--- config.mk ---
export PLATFORM = sky130hd
export DESIGN_NAME = serdes_slot_scheduler_flat
export DESIGN_NICKNAME = d
export VERILOG_FILES = /design/src/rtl/serdes_slot_scheduler_if.sv /design/src/rtl/serdes_slot_scheduler.sv /design/src/flat_wrapper.sv
export SDC_FILE = /design/constraint.sdc
export NUM_CORES = 2
export LEC_CHECK = 0
export BUFFER_PORTS_ARGS = -buffer_cell sky130_fd_sc_hd__buf_4
export CAP_MARGIN = 30
export CORE_AREA = 2 2 433 435
export DETAILED_ROUTE_END_ITERATION = 6
export DIE_AREA = 0 0 435 437
export GPL_TIMING_DRIVEN = 1
export PLACE_DENSITY = 0.49
export SETUP_SLACK_MARGIN = 0.5
export SLEW_MARGIN = 10
export SYNTH_ARGS = -nofsm -noshare
export SYNTH_HDL_FRONTEND = slang
export SYNTH_SLANG_ARGS = --single-unit
--- constraint.sdc ---
create_clock -name CLK -period 4.5 [get_ports CLK]
set_input_delay 0.675 -clock CLK [delete_from_list [all_inputs] [get_ports CLK]]
set_output_delay 0.675 -clock CLK [all_outputs]
set_load 0.01 [all_outputs]
--- src/rtl/serdes_slot_scheduler_if.sv ---
`default_nettype none
//------------------------------------------------------------------------------
// Module   : serdes_slot_scheduler_if
// Brief    : Bus bundle for the SERDES slot scheduler: snapshot inputs, scan
//            control and the registered scan results.
// Revision : 1.0  initial release
//------------------------------------------------------------------------------
interface serdes_slot_scheduler_if #(
  parameter int NSLOT = 16,
  parameter int IDW   = 4
) ();

  logic [64*NSLOT-1:0] DATA;
  logic [NSLOT-1:0]    ENABLE;
  logic                START;
  logic                ABORT;
  logic                BUSY;
  logic                DONE;
  logic [28:0]         TOTSUM;
  logic [8:0]          TDCTOT;
  logic                ANYNOTPED;
  logic [20:0]         MAXVAL;
  logic [IDW-1:0]      MAXSLOT;
  logic                MAXVALID;

  // Requester side: drives slot words and scan control, observes results.
  modport master (
    output DATA, ENABLE, START, ABORT,
    input  BUSY, DONE, TOTSUM, TDCTOT, ANYNOTPED, MAXVAL, MAXSLOT, MAXVALID
  );

  // Scheduler side.
  modport slave (
    input  DATA, ENABLE, START, ABORT,
    output BUSY, DONE, TOTSUM, TDCTOT, ANYNOTPED, MAXVAL, MAXSLOT, MAXVALID
  );

endinterface
`default_nettype wire

--- src/rtl/serdes_slot_scheduler.sv ---
`default_nettype none
//------------------------------------------------------------------------------
// Module   : serdes_slot_scheduler
// Brief    : Snapshots NSLOT 64-bit slot words, then scans one slot per cycle
//            accumulating waveform sum, TDC count, pedestal flag and the
//            maximum waveform (lowest index wins ties). Results are published
//            together with a one-cycle DONE pulse.
// Revision : 1.0  initial release
//------------------------------------------------------------------------------
module serdes_slot_scheduler #(
  parameter int NSLOT = 16,
  parameter int IDW   = 4
) (
  input logic                   CLK,
  input logic                   RESETN,
  serdes_slot_scheduler_if.slave bus
);

  localparam logic [IDW-1:0] c_last_slot = IDW'(NSLOT - 1);

  typedef enum logic [1:0] {
    ST_IDLE   = 2'd0,
    ST_SNAP   = 2'd1,
    ST_SCAN   = 2'd2,
    ST_FINISH = 2'd3
  } state_t;

  state_t state_q, state_d;

  // Snapshot of the slot words and include mask taken in SNAP.
  logic [64*NSLOT-1:0] snap_data_q, snap_data_d;
  logic [NSLOT-1:0]    snap_en_q,   snap_en_d;
  logic [IDW-1:0]      slot_q,      slot_d;

  // Running accumulators for the scan in progress.
  logic [28:0]    sum_q,     sum_d;
  logic [8:0]     tdc_q,     tdc_d;
  logic           ped_q,     ped_d;
  logic [20:0]    max_q,     max_d;
  logic [IDW-1:0] maxslot_q, maxslot_d;
  logic           maxvld_q,  maxvld_d;

  // Published results; only FINISH loads them.
  logic [28:0]    totsum_q,    totsum_d;
  logic [8:0]     tdctot_q,    tdctot_d;
  logic           anynotped_q, anynotped_d;
  logic [20:0]    maxval_q,    maxval_d;
  logic [IDW-1:0] maxslot_o_q, maxslot_o_d;
  logic           maxvalid_q,  maxvalid_d;
  logic           done_q,      done_d;

  // Current slot word and its include bit, selected by the slot counter.
  logic [64*NSLOT-1:0] w_shifted;
  logic [NSLOT-1:0]    w_en_bits;
  logic [63:0]         w_word;
  logic                w_en;
  logic [24:0]         w_wfm;
  logic [4:0]          w_tdc;
  logic [20:0]         w_mxw;
  logic                w_np;
  logic                w_unused_bits;

  assign w_shifted     = snap_data_q >> {slot_q, 6'd0};
  assign w_en_bits     = snap_en_q >> slot_q;
  assign w_word        = w_shifted[63:0];
  assign w_en          = w_en_bits[0];
  assign w_wfm         = w_word[24:0];
  assign w_mxw         = w_word[49:29];
  assign w_tdc         = w_word[62:58];
  assign w_np          = w_word[63];
  assign w_unused_bits = ^{w_shifted[64*NSLOT-1:64], w_en_bits[NSLOT-1:1],
                           w_word[57:50], w_word[28:25]};

  assign bus.BUSY      = (state_q == ST_SNAP) || (state_q == ST_SCAN);
  assign bus.DONE      = done_q;
  assign bus.TOTSUM    = totsum_q;
  assign bus.TDCTOT    = tdctot_q;
  assign bus.ANYNOTPED = anynotped_q;
  assign bus.MAXVAL    = maxval_q;
  assign bus.MAXSLOT   = maxslot_o_q;
  assign bus.MAXVALID  = maxvalid_q;

  // Next-state, snapshot, accumulator and result logic for the scan FSM.
  always_comb begin
    state_d     = state_q;
    snap_data_d = snap_data_q;
    snap_en_d   = snap_en_q;
    slot_d      = slot_q;
    sum_d       = sum_q;
    tdc_d       = tdc_q;
    ped_d       = ped_q;
    max_d       = max_q;
    maxslot_d   = maxslot_q;
    maxvld_d    = maxvld_q;
    totsum_d    = totsum_q;
    tdctot_d    = tdctot_q;
    anynotped_d = anynotped_q;
    maxval_d    = maxval_q;
    maxslot_o_d = maxslot_o_q;
    maxvalid_d  = maxvalid_q;
    done_d      = 1'b0;

    case (state_q)
      ST_IDLE: begin
        // ABORT is irrelevant here, so START+ABORT still starts a scan.
        if (bus.START) begin
          state_d = ST_SNAP;
        end
      end

      ST_SNAP: begin
        if (bus.ABORT) begin
          state_d = ST_IDLE;
        end else begin
          snap_data_d = bus.DATA;
          snap_en_d   = bus.ENABLE;
          slot_d      = '0;
          sum_d       = '0;
          tdc_d       = '0;
          ped_d       = 1'b0;
          max_d       = '0;
          maxslot_d   = '0;
          maxvld_d    = 1'b0;
          state_d     = ST_SCAN;
        end
      end

      ST_SCAN: begin
        if (bus.ABORT) begin
          state_d = ST_IDLE;
        end else begin
          if (w_en) begin
            // Widths cover 16 full-scale slots, so plain addition cannot wrap.
            sum_d = sum_q + 29'(w_wfm);
            tdc_d = tdc_q + 9'(w_tdc);
            ped_d = ped_q | w_np;
            // Strictly-greater replacement keeps the lowest index on ties.
            if (!maxvld_q || (w_mxw > max_q)) begin
              max_d     = w_mxw;
              maxslot_d = slot_q;
              maxvld_d  = 1'b1;
            end
          end
          // Counter parks on the last slot rather than wrapping.
          if (slot_q == c_last_slot) begin
            state_d = ST_FINISH;
          end else begin
            slot_d = slot_q + 1'b1;
          end
        end
      end

      ST_FINISH: begin
        totsum_d    = sum_q;
        tdctot_d    = tdc_q;
        anynotped_d = ped_q;
        maxval_d    = max_q;
        maxslot_o_d = maxslot_q;
        maxvalid_d  = maxvld_q;
        done_d      = 1'b1;
        state_d     = ST_IDLE;
      end

      default: begin
        state_d = ST_IDLE;
      end
    endcase
  end

  // State, snapshot, accumulator and result registers with synchronous reset.
  always_ff @(posedge CLK) begin
    if (!RESETN) begin
      state_q     <= ST_IDLE;
      snap_data_q <= '0;
      snap_en_q   <= '0;
      slot_q      <= '0;
      sum_q       <= '0;
      tdc_q       <= '0;
      ped_q       <= 1'b0;
      max_q       <= '0;
      maxslot_q   <= '0;
      maxvld_q    <= 1'b0;
      totsum_q    <= '0;
      tdctot_q    <= '0;
      anynotped_q <= 1'b0;
      maxval_q    <= '0;
      maxslot_o_q <= '0;
      maxvalid_q  <= 1'b0;
      done_q      <= 1'b0;
    end else begin
      state_q     <= state_d;
      snap_data_q <= snap_data_d;
      snap_en_q   <= snap_en_d;
      slot_q      <= slot_d;
      sum_q       <= sum_d;
      tdc_q       <= tdc_d;
      ped_q       <= ped_d;
      max_q       <= max_d;
      maxslot_q   <= maxslot_d;
      maxvld_q    <= maxvld_d;
      totsum_q    <= totsum_d;
      tdctot_q    <= tdctot_d;
      anynotped_q <= anynotped_d;
      maxval_q    <= maxval_d;
      maxslot_o_q <= maxslot_o_d;
      maxvalid_q  <= maxvalid_d;
      done_q      <= done_d;
    end
  end

endmodule
`default_nettype wire

--- src/flat_wrapper.sv ---
// flat-port wrapper written by rule: the top's interface ports become plain ports
module serdes_slot_scheduler_flat 
#(
  parameter int NSLOT = 16,
  parameter int IDW   = 4
)
  (CLK, RESETN, bus_DATA, bus_ENABLE, bus_START, bus_ABORT, bus_BUSY, bus_DONE, bus_TOTSUM, bus_TDCTOT, bus_ANYNOTPED, bus_MAXVAL, bus_MAXSLOT, bus_MAXVALID);
  serdes_slot_scheduler_if #(.NSLOT(NSLOT), .IDW(IDW)) bus_i ();
  input logic CLK;
  input logic RESETN;
  input wire logic [$bits(bus_i.DATA)-1:0] bus_DATA;
  input wire logic [$bits(bus_i.ENABLE)-1:0] bus_ENABLE;
  input wire logic [$bits(bus_i.START)-1:0] bus_START;
  input wire logic [$bits(bus_i.ABORT)-1:0] bus_ABORT;
  output wire logic [$bits(bus_i.BUSY)-1:0] bus_BUSY;
  output wire logic [$bits(bus_i.DONE)-1:0] bus_DONE;
  output wire logic [$bits(bus_i.TOTSUM)-1:0] bus_TOTSUM;
  output wire logic [$bits(bus_i.TDCTOT)-1:0] bus_TDCTOT;
  output wire logic [$bits(bus_i.ANYNOTPED)-1:0] bus_ANYNOTPED;
  output wire logic [$bits(bus_i.MAXVAL)-1:0] bus_MAXVAL;
  output wire logic [$bits(bus_i.MAXSLOT)-1:0] bus_MAXSLOT;
  output wire logic [$bits(bus_i.MAXVALID)-1:0] bus_MAXVALID;
  assign bus_i.DATA = bus_DATA;
  assign bus_i.ENABLE = bus_ENABLE;
  assign bus_i.START = bus_START;
  assign bus_i.ABORT = bus_ABORT;
  assign bus_BUSY = bus_i.BUSY;
  assign bus_DONE = bus_i.DONE;
  assign bus_TOTSUM = bus_i.TOTSUM;
  assign bus_TDCTOT = bus_i.TDCTOT;
  assign bus_ANYNOTPED = bus_i.ANYNOTPED;
  assign bus_MAXVAL = bus_i.MAXVAL;
  assign bus_MAXSLOT = bus_i.MAXSLOT;
  assign bus_MAXVALID = bus_i.MAXVALID;
  serdes_slot_scheduler #(.NSLOT(NSLOT), .IDW(IDW)) u_core (.CLK(CLK), .RESETN(RESETN), .bus(bus_i));
endmodule
==> impl_metrics.tcl <==
set metrics [dict create \
    syn_inst 4723 \
    p_sw_frac 0.262 \
    die_area_sq_um 190000 \
    power_leakage_nw 21.6 \
    synth-edff-count 0 \
    crit_top_cell "buf_12" \
    timing.setup.tns_ns 0 \
    slowest_delay_ns 0.61 \
    final_layout_size_suffix_gt1_frac 0.284 \
    rows 158 \
    ctsRootBufferMaster "clkbuf_16" \
    dieWidth_um 435 \
    wl_um 197000 \
    finalMaxSlewViolations 0 \
    r2r_slack_ns 0.36 \
    grt_usage 0.198 \
    synthesis.area_sq_um 44000 \
    die_h_um 437 \
    place_congestion 0.871 \
    grt_max_degree 216 \
    switching_power_mw 5.73 \
    crit_slowest_cell "mux4_2" \
    antenna_left 0 \
    wl_per_cell_um 24.1 \
    skew_ns 0.0647 \
    antenna_found_initial 90 \
    pwr-share-clk 0.436 \
    p_int_mw 16.1 \
    synthArstFlopShare 0 \
    setup.worst_path.start_class "flip-flop" \
    ys.flop_type "dfxtp_1" \
    cap_violations 0 \
    cp.required_ns 5.16 \
    firstDrtPassIters 5 \
    vias 37800 \
    combPwrFrac 0.135 \
    drtIter0Drc 2923 \
    clock_latency_ns 0.79 \
    clockBufferDepth 3 \
    overflow 0 \
    rsz0062_at_grt "true" \
    ios 1111 \
    ys_warn_count 0 \
    timing.final.crit_share 0.920 \
    worst_pin_slew_ns 1.02 \
    place_hpwl_um 149000 \
    finalPower_mw 21.9 \
    vias_per_cell 4.63 \
    ys_top_cells_by_area "dfxtp_1, nand2_1, a21boi_0" \
    powerDensity_nw_per_um2 368 \
    fmax_mhz 242 \
    yosysMostFrequentCell "nand2_1" \
    grt_pass1_vias 36800 \
    outcome "complete, no violations" \
    io_buffers 918 \
    hold_viol_final 0 \
    synth_top_area_share 0.449 \
    synth_nets 5826 \
    grt_pass1_wl_um 272000 \
    final_util 0.321 \
    ctsHtreeMaxLevel 3 \
    yosys.area.top_type "dfxtp_1" \
    ys_seq_elements 985 \
    crit_arrival_ns 4.80 \
    relSlewSlack 0.322 \
    synth_common_cells "nand2_1, dfxtp_1, a21boi_0" \
    core_sq_um 185000 \
    path_class "flip-flop to flip-flop" \
    cts.clk_slew.worst_paths_ns 0.06 \
    drcViolationCount 0 \
    cts_buffers 115 \
    seq_area_frac_synth 0.449 \
    nets 6669 \
    setup_violations 0 \
    avgSynthCellArea_sq_um 9.31 \
    cp_max_fo 5 \
    areaGrowthSynthToFinish_pct 35.1 \
    seq_power_share 0.429 \
    ir_drop_mv 0.291 \
    cp_cell_sequence "buf_12, buf_12, buf_4, buf_12, buf_16, buf_8, mux4_2, mux4_2, ha_4, a21o_1, a21oi_1, o21ai_1, nand2_1, a311oi_2, o22a_1, buf_6, and2_4, clkbuf_16, a22o_1" \
    holdCritPathClass "input port to flip-flop" \
    end_kind "flip-flop" \
    post-route-min-period_ns 4.14 \
    initial_core_util 0.238 \
    cts_tree "yes" \
    yosysUniqueCellTypes 52 \
    clock-sinks 985 \
]
-- state kept, by name (all words and copies together) (netlist names), 2 cells and up --
name and flops:
u_core.bus.TDCTOT 9, u_core.sum_q 29, u_core.state_q 2, u_core.bus.MAXVAL 21, u_core.bus.MAXSLOT 4, u_core.bus.TOTSUM 29
u_core.max_q 21, u_core.snap_en_q 16, u_core.maxslot_q 4, u_core.tdc_q 9, u_core.slot_q 4, u_core.snap_data_q 832
-- kinds of logic after synthesis --
logic type | Yosys count | synth area share
xor+xnor | 31 | 0.00618
fa+ha+maj | 59 | 0.0171
buf+inv | 409 | 0.0363
mux | 332 | 0.151
compound gates | 1013 | 0.171
flops | 985 | 0.449
simple gates | 1894 | 0.170
-- final timing paths --
path / from / end / depth (start not counted)
max: u_core.slot_q[0]$_SDFFE_PN0P_ / u_core.maxslot_q[2]$_SDFFE_PN0P_ / 19
min: bus_DATA[738] / u_core.snap_data_q[738]$_SDFFE_PN0P_ / 3
max reg2reg: u_core.slot_q[0]$_SDFFE_PN0P_ / u_core.maxslot_q[2]$_SDFFE_PN0P_ / 19
min reg2reg: u_core.snap_data_q[228]$_SDFFE_PN0P_ / u_core.snap_data_q[228]$_SDFFE_PN0P_ / 2
-- placed cells by master, fill, tap and decap left out, types with 6 or more instances in the layout --
cell and count:
nand2_1 1724, buf_4 1022, dfxtp_1 981, a21boi_0 858, mux4_2 264, clkbuf_16 125
nor2b_1 79, mux2i_1 68, buf_12 38, diode_2 34, a22o_1 34, inv_1 33
clkbuf_1 33, a21oi_1 31, ha_1 30, nor2_1 26, ha_4 26, clkbuf_8 24
xnor2_1 20, buf_16 17, a21o_1 16, nand3_1 15, clkinv_2 13, buf_6 13
nand4_1 11, xor2_1 11, o21ai_0 9, o211ai_1 7, a22oi_1 7, o21ai_1 6
a21oi_2 6, bufinv_16 6
-- routing by layer --
layer / up-vias / part of all wire / global-route usage
li1: 17800 / - / -
met1: 18600 / 0.46 / 0.271
met2: 1116 / 0.45 / 0.302
met3: 269 / 0.066 / 0.0480
met4: 28 / 0.030 / 0.0716
met5: - / 0.00092 / 0
-- timing repair --
| item | 4_1_cts | 5_1_grt |
|---|---|---|
| pin swaps | 31 | 49 |
| setup endpoints to repair | 46 | 44 |
| gates resized for setup | 59 | 53 |
| setup buffers | 43 | 22 |
| hold buffers | 0 | 0 |
| gates cloned | 7 | 7 |
-- worst max-delay path, delay by kind of cell, from the launching register on --
kind | cells | cell delay [ns]
adder cells (fa/ha/maj) | 1 | 0.19
flip-flops | 1 | 0.36
AND/OR/NAND/NOR | 2 | 0.28
AO/OA/AOI/OAI | 6 | 0.90
buffers and inverters | 8 | 1.08
multiplexers | 2 | 1.21
-- power groups by stage --
stage | clock network [mW] | registers, mW | logic, mW
after floorplan | 0 | 9.46 | 1.43
final | 9.52 | 9.39 | 2.95
after detailed placement | 0 | 9.58 | 2.72
after global routing | 10.1 | 9.42 | 3.20
after global placement | 0 | 9.57 | 2.69
after CTS | 9.80 | 9.38 | 2.88
-- stage by stage --
step	setup WS [ns]	cell area, sq um	hold slack [ns]	cells
after floorplan	0.515	44100	0.437	4723
after global placement	-0.0971	53700	0.448	7846
after detailed placement	-0.0479	53800	0.454	7849
after CTS	0.382	58600	0.0691	8106
after global routing	0.277	59300	0.111	8164
final	0.360	59400	0.146	8170
-- layout make-up --
cell class / count / area (sq um)
clock inverter: 32 / 403
multi-input combinational: 3329 / 23200
sequential: 985 / 19700
fill: 19500 / 126000
tap: 2480 / 3100
inverter: 33 / 124
antenna: 34 / 85.1
timing repair buffer: 1102 / 9300
clock buffer: 175 / 3410
No activity file was read; power rests on OpenSTA's default activity.
